**src/rtl/puzzle_ctrl.sv**
```systemverilog
// Game-state controller for the 2x2 sliding image puzzle: debounced buttons,
// LFSR shuffle, legal blank moves, move counting and solved detection.
module puzzle_ctrl #(
    parameter int unsigned DEBOUNCE_CYCLES = 250000,
    parameter int unsigned SHUFFLE_MOVES   = 32,
    parameter logic [15:0] LFSR_SEED       = 16'hACE1
) (
    input  logic        sys_clk,
    input  logic        rst,
    input  logic        btn_up,
    input  logic        btn_down,
    input  logic        btn_left,
    input  logic        btn_right,
    input  logic        btn_start,
    output logic [11:0] img_nums,
    output logic        solved,
    output logic        busy,
    output logic [9:0]  move_cnt
);

    localparam int unsigned NBTN    = 5;
    localparam int unsigned DB_W    = $clog2(DEBOUNCE_CYCLES + 1);
    localparam int unsigned SH_W    = $clog2(SHUFFLE_MOVES + 1);
    localparam int unsigned B_START = 0;
    localparam int unsigned B_UP    = 1;
    localparam int unsigned B_DOWN  = 2;
    localparam int unsigned B_LEFT  = 3;
    localparam int unsigned B_RIGHT = 4;
    localparam logic [11:0] SOLVED  = 12'h054;
    localparam logic [2:0]  BLANK   = 3'b100;

    typedef enum logic [1:0] {S_IDLE, S_SHUFFLE, S_PLAY, S_WIN} state_t;

    // Field index: 0=A (top-left), 1=B, 2=C, 3=D. Bit 1 = bottom row, bit 0 = right column.
    function automatic logic [1:0] blank_pos(input logic [11:0] w);
        blank_pos = 2'd0;
        for (int i = 0; i < 4; i++) begin
            if (w[3*(3-i) +: 3] == BLANK) blank_pos = 2'(i);
        end
    endfunction

    function automatic logic [11:0] swap_fields(input logic [11:0] w, input logic [1:0] a,
                                                input logic [1:0] b);
        logic [2:0] f [4];
        logic [2:0] tmp;
        for (int i = 0; i < 4; i++) f[i] = w[3*(3-i) +: 3];
        tmp  = f[a];
        f[a] = f[b];
        f[b] = tmp;
        return {f[0], f[1], f[2], f[3]};
    endfunction

    logic [NBTN-1:0] raw_c;
    logic [NBTN-1:0] sync1_q, sync2_q, level_q, press_q;
    logic [DB_W-1:0] db_cnt_q [NBTN];

    assign raw_c = {btn_right, btn_left, btn_down, btn_up, btn_start};

    // Two-flop synchronizer, stability counter and rising-edge press pulse per button
    always_ff @(posedge sys_clk or negedge rst) begin
        if (!rst) begin
            sync1_q <= '0;
            sync2_q <= '0;
            level_q <= '0;
            press_q <= '0;
            for (int i = 0; i < NBTN; i++) db_cnt_q[i] <= '0;
        end else begin
            sync1_q <= raw_c;
            sync2_q <= sync1_q;
            for (int i = 0; i < NBTN; i++) begin
                press_q[i] <= 1'b0;
                if (sync2_q[i] == level_q[i]) begin
                    db_cnt_q[i] <= '0;
                end else if (db_cnt_q[i] == DB_W'(DEBOUNCE_CYCLES - 1)) begin
                    db_cnt_q[i] <= '0;
                    level_q[i]  <= sync2_q[i];
                    press_q[i]  <= sync2_q[i];
                end else begin
                    db_cnt_q[i] <= db_cnt_q[i] + DB_W'(1);
                end
            end
        end
    end

    state_t          state_q, state_d;
    logic [11:0]     img_q, img_d;
    logic [9:0]      cnt_q, cnt_d;
    logic [SH_W-1:0] shuf_q, shuf_d;
    logic            solved_q, solved_d;
    logic            busy_q, busy_d;
    logic [15:0]     lfsr_q;
    logic [1:0]      blank_c, dir_tgt_c;
    logic            dir_legal_c;

    assign blank_c = blank_pos(img_q);

    // Only the highest-priority direction is considered; an illegal one is dropped
    always_comb begin
        dir_legal_c = 1'b0;
        dir_tgt_c   = blank_c;
        if (press_q[B_UP]) begin
            dir_legal_c = blank_c[1];
            dir_tgt_c   = blank_c ^ 2'b10;
        end else if (press_q[B_DOWN]) begin
            dir_legal_c = ~blank_c[1];
            dir_tgt_c   = blank_c ^ 2'b10;
        end else if (press_q[B_LEFT]) begin
            dir_legal_c = blank_c[0];
            dir_tgt_c   = blank_c ^ 2'b01;
        end else if (press_q[B_RIGHT]) begin
            dir_legal_c = ~blank_c[0];
            dir_tgt_c   = blank_c ^ 2'b01;
        end
    end

    always_comb begin
        state_d = state_q;
        img_d   = img_q;
        cnt_d   = cnt_q;
        shuf_d  = shuf_q;
        unique case (state_q)
            S_IDLE, S_WIN: begin
                if (press_q[B_START]) begin
                    state_d = S_SHUFFLE;
                    cnt_d   = '0;
                    shuf_d  = '0;
                end
            end
            S_SHUFFLE: begin
                img_d = swap_fields(img_q, blank_c, blank_c ^ (lfsr_q[0] ? 2'b10 : 2'b01));
                if (shuf_q != '1) shuf_d = shuf_q + SH_W'(1);
                if ((shuf_d >= SH_W'(SHUFFLE_MOVES)) && (img_d != SOLVED)) state_d = S_PLAY;
            end
            S_PLAY: begin
                if (press_q[B_START]) begin
                    state_d = S_SHUFFLE;
                    cnt_d   = '0;
                    shuf_d  = '0;
                end else if (dir_legal_c) begin
                    img_d = swap_fields(img_q, blank_c, dir_tgt_c);
                    if (cnt_q != '1) cnt_d = cnt_q + 10'd1;
                    if (img_d == SOLVED) state_d = S_WIN;
                end
            end
            default: state_d = S_IDLE;
        endcase
        solved_d = (state_d == S_IDLE) || (state_d == S_WIN);
        busy_d   = (state_d == S_SHUFFLE);
    end

    always_ff @(posedge sys_clk or negedge rst) begin
        if (!rst) begin
            state_q  <= S_IDLE;
            img_q    <= SOLVED;
            cnt_q    <= '0;
            shuf_q   <= '0;
            solved_q <= 1'b1;
            busy_q   <= 1'b0;
            lfsr_q   <= LFSR_SEED;
        end else begin
            state_q  <= state_d;
            img_q    <= img_d;
            cnt_q    <= cnt_d;
            shuf_q   <= shuf_d;
            solved_q <= solved_d;
            busy_q   <= busy_d;
            lfsr_q   <= {lfsr_q[14:0], lfsr_q[15] ^ lfsr_q[13] ^ lfsr_q[12] ^ lfsr_q[10]};
        end
    end

    assign img_nums = img_q;
    assign solved   = solved_q;
    assign busy     = busy_q;
    assign move_cnt = cnt_q;

endmodule

```
**config.mk**
```make
export PLATFORM = sky130hd
export DESIGN_NAME = puzzle_ctrl
export DESIGN_NICKNAME = d
export VERILOG_FILES = /design/src/rtl/puzzle_ctrl.sv
export SDC_FILE = /design/constraint.sdc
export NUM_CORES = 1
export LEC_CHECK = 0
export CAP_MARGIN = 20
export CORE_ASPECT_RATIO = 0.5
export CORE_MARGIN = 2
export CORE_UTILIZATION = 59
export DETAILED_ROUTE_END_ITERATION = 8
export PLACE_DENSITY_LB_ADDON = 0.2
export SLEW_MARGIN = 20
export SYNTH_ARGS = -nofsm -noshare
export SYNTH_HDL_FRONTEND = slang
export SYNTH_SLANG_ARGS = --single-unit
export TNS_END_PERCENT = 50
```
**constraint.sdc**
```tcl
create_clock -name sys_clk -period 5.5 [get_ports sys_clk]
set_clock_uncertainty 0.2 [all_clocks]
set_input_delay 1.1 -clock sys_clk [delete_from_list [all_inputs] [get_ports sys_clk]]
set_output_delay 1.1 -clock sys_clk [all_outputs]
set_load 0.05 [all_outputs]
```
==> results.md <==
* Max-cap violations at 0
* Final Non-Filler Cells at 1099
* Synth warnings at 0
* Reg clk slew, reported paths at 60 ps
* Critical path origin: img_nums[7]
* Vias per inst at 6.02
* Asr flop ratio synth at 100%
* Worst slack, placed at 1150 ps
* Post-synthesis register bit count at 158
* Post-Syn Instances at 874
* Max Clk Rate at 223 MHz
* Worst path required time at 5640 ps
* Post-CTS setup buffers at 0
* Dpl cell area at 0.00874 mm^2
* Placer Congestion at 0.981
* Post-DR wirelength/cell at 17.5 um
* Inst Count DP at 1067
* Largest area contributor in the netlist: dfrtp_1
* Power Density at 255 mW/mm^2
* Worst Tran Pin Value at 961 ps
* Vias in the first global route at 6523
* Slowest cell on crit path: dfrtp_1
* Tcrit/Tclk final at 81.5%
* VDD IR max at 0.000229 V
* Die X-Extent at 172 um
* CP Launch Type: flip-flop
* WHS at 149 ps
* Grt total ovfl at 0
* # diodes at 0
* Critical Path Max Stage Delay at 470 ps
* Reg2reg start: img_nums[7]
* Sequential cell area at 0.00397 mm^2
* Final setup fails at 0
* Die Area at 0.0151 mm^2
* Critical hold path startpoint: sync1_q[1]
* Critical Path Fanout Max at 15
* Post-synth top cells: dfrtp_1, nor2_1, nand2_1
* # nets final at 912
* Port buffer count at 30
* Total CTS buffers at 17
* Root Buffer: clkbuf_16
* Area of the core at 0.0137 mm^2
* Clock Latency Late Sink at 420 ps
* Area delta synth->final at 12.0%
* Synth cell types at 74
* Cts hold-fix bufs at 0
* Post-route ant nets at 0
* Main synth FF type: dfrtp_1
* # H-tree levels at 4
* Setup TNS at 0 ps
* Footprint of the multi-input gates at 0.00411 mm^2
* Pin count of the biggest net entering global routing at 86
* DR DRC count at 0
* Critical path type: reg -> reg
* DRT Pass-1 Iters at 5
* Final setup margin at 1020 ps
* Final Hold Fails at 0
* Critical path data arrival time at 4620 ps
* Wire length of the first global-routing pass at 32500 um
* Initial Utilization at 60.9%
* Post-route minimum period at 4480 ps
* Global-route usage over all layers at 27.6%
* Post-CTS resize count at 0
* Post-synth EDFFs at 0
* Area share of the largest cell type after synthesis at 43.9%
* P_leak at 3.88 nW
* DP Wirelength at 13200 um
* CP Capture Type: flip-flop
* Pwr Total at 2.38 mW
* Max-slew violation count at 0
* FP Rows at 30
* RSZ-0062 raised after global routing: false
* Die Ht at 88.0 um
* Sequential-to-total area share from yosys stat at 47.7%
* Clk sinks at 158
* Cell Area, Synth at 0.00832 mm^2
* Final wirelength at 19200 um
* Worst-path cell chain: or3b_1, buf_4, nor2_1, nor2_1, ha_1, nor2b_1, a211oi_2, o21ai_2, mux2i_1, mux2_1, a41oi_1, or3_1, o21ai_0, ha_1
* Post-route cell area at 0.00932 mm^2
* Top-count cell post-synth: dfrtp_1
* Initial antenna violation count at 0
* Clock buffer depth at 2
* Slew margin rel. at 35.0%
* Fill count at 1071
* Syn_nets at 892
* Synth top area cells: dfrtp_1, nor2_1, xnor2_1
* Vias at 6619
* Min-Delay Path Class: reg -> reg
* Outcome: finished clean
* Layout cells sized above 1 at 8.60%
* Avg Synthesized Cell Area at 9.52 um^2
* I/O pin count at 31
* Detailed Route Iter0 Violations at 467
* Final core utilization at 68.2%
* CTS tree: built
-- layer usage --
layer	routed length (um)	part of all wire, %	global-route usage [%]	up-vias
li1	-	-	-	3133
met1	8650	45	36.1	3237
met2	8940	47	44.9	187
met3	913	4.8	5.15	62
met4	705	3.7	13.9	0
met5	0	0	0	-
-- flip-flops by register name (all words and copies together), names as in the netlist --
name      flops
db_cnt_q     90
sync1_q       5
state_q       2
solved        1
level_q       5
sync2_q       5
move_cnt     10
shuf_q        6
lfsr_q       16
busy          1
img_nums     12
press_q       5
-- placed cells by master (no fill, tap or decap), drive strengths merged, types with 4 or more instances in the layout --
| cell | n |
|---|---|
| a211oi | 8 |
| a21boi | 4 |
| a21o | 6 |
| a21oi | 30 |
| a31oi | 8 |
| and2 | 4 |
| and3 | 24 |
| buf | 9 |
| clkbuf | 21 |
| clkdlybuf4s50 | 29 |
| clkinv | 6 |
| dfrtp | 146 |
| dfstp | 12 |
| ha | 11 |
| inv | 17 |
| mux2 | 9 |
| mux2i | 15 |
| nand2 | 69 |
| nand3 | 49 |
| nand3b | 4 |
| nand4 | 12 |
| nor2 | 137 |
| nor2b | 9 |
| nor3 | 20 |
| nor3b | 9 |
| nor4 | 10 |
| nor4b | 5 |
| o211ai | 13 |
| o21a | 5 |
| o21ai | 38 |
| o22ai | 10 |
| o32ai | 4 |
| or3 | 13 |
| or3b | 4 |
| xnor2 | 45 |
| xor2 | 44 |
-- power breakdown --
group	internal, mW	switching, mW	total, mW
clock	0.688	0.453	1.14
combinational	0.0146	0.0378	0.0523
sequential	1.18	0.00871	1.18
-- cells by family (layout without fill, tap and decap cells) --
group / Yosys count / in the layout / synth area share [%]
DFF: 158 / 158 / 47.7
buffers and inverters: 54 / 87 / 2.90
AOI/OAI and AO/OA: 154 / 154 / 12.5
and+or+nand+nor: 384 / 384 / 22.8
adders and majority gates: 11 / 11 / 1.65
xor gates and xnor gates: 89 / 89 / 9.37
muxes: 24 / 24 / 3.02
-- critical path, delay by kind of cell, from the launching register on --
kind / cells / cell delay, ps
multiplexers: 2 / 500
AND/OR/NAND/NOR: 5 / 1580
adder cells (fa/ha/maj): 2 / 600
buffers and inverters: 1 / 200
flip-flops: 1 / 470
AO/OA/AOI/OAI: 4 / 840
-- path summary, 6_finish.rpt --
path	end	depth (start not counted)	slack (ps)
setup / recovery	solved	14	1020
hold / removal	sync2_q[1]	0	150
setup reg to reg	solved	14	1020
hold reg to reg	sync2_q[1]	0	150
max in group asynchronous	lfsr_q[11]	2	3550
min in group asynchronous	db_cnt_q[9]	1	530
-- final cells by class --
class | count | share of cell area [%]
clock buffers | 21 | 4.94
multi-input cells | 662 | 44.1
well taps | 192 | 2.58
clock inverters | 11 | 1.25
inverters | 17 | 0.685
repair buffers | 38 | 3.88
flip-flops and latches | 158 | 42.6
(Power assumes the default switching activity.)
